## src/rtl/sdram_arbit.sv

```systemverilog
// rtl/sdram_arbit.sv - fixed-priority SDRAM command bus arbiter (refresh > write > read)
module sdram_arbit #(
  parameter logic [3:0] CMD_NOP = 4'b0111
) (
  input  logic        sclk,
  input  logic        rst_n,
  input  logic        init_done,
  input  logic [3:0]  init_cmd,
  input  logic [11:0] init_addr,
  input  logic        ref_req,
  input  logic        ref_end,
  input  logic [3:0]  ref_cmd,
  input  logic [11:0] ref_addr,
  input  logic        wr_req,
  input  logic        wr_end,
  input  logic [3:0]  wr_cmd,
  input  logic [11:0] wr_addr,
  input  logic [1:0]  wr_bank,
  input  logic        rd_req,
  input  logic        rd_end,
  input  logic [3:0]  rd_cmd,
  input  logic [11:0] rd_addr,
  input  logic [1:0]  rd_bank,
  output logic        ref_en,
  output logic        wr_en,
  output logic        rd_en,
  output logic [3:0]  sdram_cmd,
  output logic [11:0] sdram_addr,
  output logic [1:0]  sdram_bank
);

  typedef enum logic [2:0] {
    S_INIT  = 3'd0,
    S_ARBIT = 3'd1,
    S_AREF  = 3'd2,
    S_WRITE = 3'd3,
    S_READ  = 3'd4
  } state_t;

  state_t state;

  // Grants are registered alongside the state change so they mark the first owned cycle.
  always_ff @(posedge sclk) begin
    if (!rst_n) begin
      state  <= S_INIT;
      ref_en <= 1'b0;
      wr_en  <= 1'b0;
      rd_en  <= 1'b0;
    end else begin
      ref_en <= 1'b0;
      wr_en  <= 1'b0;
      rd_en  <= 1'b0;
      case (state)
        S_INIT: begin
          if (init_done) state <= S_ARBIT;
        end
        S_ARBIT: begin
          if (ref_req) begin
            state  <= S_AREF;
            ref_en <= 1'b1;
          end else if (wr_req) begin
            state <= S_WRITE;
            wr_en <= 1'b1;
          end else if (rd_req) begin
            state <= S_READ;
            rd_en <= 1'b1;
          end
        end
        S_AREF: begin
          if (ref_end) state <= S_ARBIT;
        end
        S_WRITE: begin
          if (wr_end) state <= S_ARBIT;
        end
        S_READ: begin
          if (rd_end) state <= S_ARBIT;
        end
        default: state <= S_INIT;
      endcase
    end
  end

  always_comb begin
    sdram_cmd  = CMD_NOP;
    sdram_addr = 12'd0;
    sdram_bank = 2'b00;
    case (state)
      S_INIT: begin
        sdram_cmd  = init_cmd;
        sdram_addr = init_addr;
      end
      S_AREF: begin
        sdram_cmd  = ref_cmd;
        sdram_addr = ref_addr;
      end
      S_WRITE: begin
        sdram_cmd  = wr_cmd;
        sdram_addr = wr_addr;
        sdram_bank = wr_bank;
      end
      S_READ: begin
        sdram_cmd  = rd_cmd;
        sdram_addr = rd_addr;
        sdram_bank = rd_bank;
      end
      default: begin
        sdram_cmd  = CMD_NOP;
        sdram_addr = 12'd0;
        sdram_bank = 2'b00;
      end
    endcase
  end

endmodule

```

## config.mk

```make
export PLATFORM = sky130hd
export DESIGN_NAME = sdram_arbit
export DESIGN_NICKNAME = d
export VERILOG_FILES = /design/src/rtl/sdram_arbit.sv
export SDC_FILE = /design/constraint.sdc
export NUM_CORES = 1
export LEC_CHECK = 0
export CORE_MARGIN = 3
export CORE_UTILIZATION = 28
export DETAILED_ROUTE_END_ITERATION = 6
export GPL_ROUTABILITY_DRIVEN = 0
export PLACE_DENSITY = 0.8
export SKIP_LAST_GASP = 1
export SLEW_MARGIN = 5
export SYNTH_ARGS = -nofsm -noshare
export SYNTH_HDL_FRONTEND = slang
export SYNTH_SLANG_ARGS = --single-unit
```

## constraint.sdc

```tcl
create_clock -name sclk -period 1.75 [get_ports sclk]
set_input_delay 0.35 -clock sclk [delete_from_list [all_inputs] [get_ports sclk]]
set_output_delay 0.35 -clock sclk [all_outputs]
set_load 0.005 [all_outputs]
```

Word-level counts from Yosys, hierarchy flattened --
Index checks and enable logic that the tools add are counted.
Cells by class: add/sub/neg operators 0, $mul 0, div/mod/pow operators 0, order comparisons 0, eq/ne operators 9, shift operators 0, mux-type cells 14, bitwise logic cells 2, reductions and logical operators 5
Operators with widths (number):
- 12-bit one-hot mux with 4 select lines | 1
- 3-bit two-way mux | 7
- 4-bit one-hot mux with 4 select lines | 1
- 3-bit one-hot mux with 5 select lines | 1
- 2-bit != test, second input constant | 4
- 3-bit by 2-bit equality test with 1-bit output, second input constant | 2
- 5-bit AND reduction | 1
- 4-bit != test, second input constant | 1
- 2-bit one-hot mux with 2 select lines | 1
- 4-bit OR reduction | 1
- 3-bit by 1-bit equality test with 1-bit output, second input constant | 1
- 3-bit equality test, second input constant | 1
- 3-bit zero test | 1
- 1-bit two-way mux | 3
- 3-bit OR reduction | 1
- 1-bit inverter | 2
- 2-bit AND reduction | 1
Word-level totals: register bits 6, bits in latches 0, bits in writable memories 0, bits in read-only memories 0, bits of input ports 77, output and inout bits 21, logic and storage cells 34, memories kept 0

Logic depth before layout (Yosys ltp) --
depth after elaboration 4, depth in mapped cells 5, depth with buffers taken out 3

Least setup slack after synthesis --
OpenSTA, ideal clock, no wires.
path type register -> output, start register state[1], end output sdram_addr[0], data arrival time 1121 ps, data required time 1400 ps, path slack 279 ps, cell stages (with the launch flop) 6, buffers on the path 2, cells stage by stage dfxtp_1 buf_6 buf_8 mux2i_1 o2bb2ai_1 a22o_1
Between the ends: word-level cells in the longest chain between the ends 2, elaborated cells between the ends (all ways) 5, classes of those cells eq/ne: 3; mux: 1; reduce/logical: 1
RTL lines:
- start: declaration | line 40 | state_t state;
- start signal: assignment | line 45 | state <= S_INIT;
- start signal: assignment | line 55 | if (init_done) state <= S_ARBIT;
- start signal: assignment | line 59 | state <= S_AREF;
- 3-bit equality test (tied with other cells) | line 87 | case (state)
- 12-bit one-hot mux with 4 select lines (*) | line 87
- end: declaration | line 28 | output logic [11:0] sdram_addr,
Mark *: on every way between the ends. The rest lies on a longest branch, timed or not.

Worst setup path in the final report --
start register state[1], end output sdram_addr[10]
The elaborated chain is that of the path after synthesis.

==> metrics.cfg <==
[sta]
slew_headroom_pct = 72.4
hold_violations = 0
layout_setup_ws_ps = -168
finalCritPeriodShare_pct = 110
period_needed_ps = 1920
holdWs_ps = 761
finalSetupViolCount = 18
worstMarginPinSlew_ps = 409
skew_ps = 16.5
rsz0062_at_grt = yes
clock.fmax_mhz = 521
final-max-slew-violation-count = 0

[global_routing]
grt_pass1_vias = 1441
grt_usage_pct = 21.7
grt_pass1_wl_um = 6920
overflow = 0
antenna_found_initial = 0
grt_start_max_net_pins = 11

[setup_path]
crit_path_start_kind = flop
cp.arrival_ps = 1570
crit_chain = buf_12 -> buf_12 -> buf_6 -> mux2i_2 -> o2bb2ai_1 -> a22o_1 -> buf_2
critical-path-top-delay-family = buffers and inverters
worstSetupPathType = flop to output pin
critPathBufInv = 4
slowest_stage = dfxtp_4
required_ps = 1400
end_kind = output pin
cp_max_fo = 7
critPathMostFrequentCell = buf_12
cpPeakStageDelay_ps = 380
r2r_slack_ps = 80

[logic_synthesis]
ys.flop_type = dfxtp_1
synth_commonest_cells = a22o_1 (15), mux2i_1 (15), o2bb2ai_1 (13)
ys_top_cells_by_area = mux2i_1 (17%), a22o_1 (15%), dfxtp_1 (13%)
yosys.cell_types.count = 38
avgSynthCellArea_um2 = 9.33
syn_nets = 174
synth_enable_flop_cells = 0
synth_seq_cells = 6
synth_cells = 97
yosysTopAreaCell = mux2i_1
async_flop_share_pct = 0
ys_seq_area_share_pct = 13.3
syn_area_um2 = 905
yosys_warnings = 0
synth_top_area_share_pct = 16.6

[floorplan]
core_area_um2 = 3080
chipHeight_um = 62.8
die_w_um = 62.8
start_util_pct = 29.4
rows = 20
dieArea_um2 = 3950
io-pin-count = 98

[cts]
clk_latency_ps = 250
clk_path_buf_depth = 2
cts_sinks = 6
cts_buffers = 3
cts_tree = done
htree_num_levels = 1
root_buffer = clkbuf_4
cts.reportedPaths.clkPinSlew_ps = 60

[detailed_routing]
wl_per_cell_um = 16.4
drt_wl_total_um = 4350
ant_nets = 0
vias = 1353
drc = 0
drt_first_pass_iters = 4
via_per_inst = 5.11
drt_iter0_markers = 70

[finish]
finalNetCount = 300
area_growth_pct = 148
drive_gt1_share_pct = 33.5
diodes = 0
final_area_um2 = 2240
finalNonFillerCells = 265

[run_status]
status = complete, but fails checks
failed_checks = setup timing

[pwr]
powerDensity_nw_per_um2 = 498
finalPower_mw = 1.12
irDropWorstVdd_uv = 274
cellLeakagePower_nw = 0.924

[placement]
dp_hpwl_um = 3170
place_area_um2 = 2030
portBuffers = 97
dp_slack_ps = -337
dp_cells = 245

[hold_path]
min_path_type = input port to flop

[run]
drv_cap = 0

==> per-stage QoR <==
stage,utilization (%),setup TNS (ps)
floorplan,-,0
CTS,72.0,-2160
finish,72.8,-2190
global placement,66.0,-4160
global route,72.8,-3500
detailed placement,66.0,-4600
==> layout by cell type, fill, tap and decap left out, types with 2 or more instances in the layout <==
cell and n:
o2bb2ai_1 12, mux2i_1 13, a21oi_1 2, o21ai_0 2, mux2i_2 2, mux2_4 2
a22o_1 15, dfxtp_4 2, clkbuf_4 3, buf_12 7, buf_6 9, clkdlybuf4s50_1 79
buf_4 16, nor3b_1 2, and2_1 2, nor2b_1 2, and2_4 2, dfxtp_1 4
buf_2 18
==> flip-flops by register name, summed over array words and instances, names as in the netlist <==
signal,cells
wr_en,1
state,3
rd_en,1
ref_en,1
==> metal layers <==
layer,up-vias,global-route usage [%],share of wire (%)
li1,650,-,-
met1,601,22.6,36
met2,87,40.5,51
met3,15,7.55,9.7
met4,0,6.61,2.9
met5,-,0,0
==> power by group <==
part | switching, mW | internal, mW
logic | 0.294 | 0.526
registers | 0.0135 | 0.150
clock network | 0.0555 | 0.0780
==> layout make-up <==
class | instances | area (um2)
Inverter | 2 | 7.51
Sequential cell | 6 | 128
Tap cell | 44 | 55.1
Clock buffer | 3 | 22.5
Multi-Input combinational cell | 80 | 759
Timing Repair Buffer | 130 | 1270
Fill cell | 227 | 836
==> worst paths after layout <==
check / startpoint / to / cells after the start
worst max register to register: state[1] / state[2] / 6
worst min-delay path: rd_req / rd_en / 2
worst max-delay path: state[1] / sdram_addr[10] / 7
worst min register to register: state[1] / state[0] / 3
==> kinds of logic (layout without fill, tap and decap cells) <==
kind of cell / Yosys count / count (layout) / share of synthesized area, %
multiplexers: 17 / 17 / 19.1
buffers and inverters: 12 / 135 / 10.6
flip-flops: 6 / 6 / 13.3
AND/OR/NAND/NOR: 20 / 21 / 17.3
AO/OA/AOI/OAI: 42 / 42 / 39.7
==> timing repair <==
| item | CTS | global route |
|---|---|---|
| pin swaps | 22 | 3 |
| setup buffers | 14 | 1 |
| gates cloned | 2 | 0 |
| resized for setup | 95 | 4 |
| hold buffers | 0 | 0 |
| setup endpoints to repair | 18 | 18 |
Note: power is estimated with default switching activity, not from simulation.
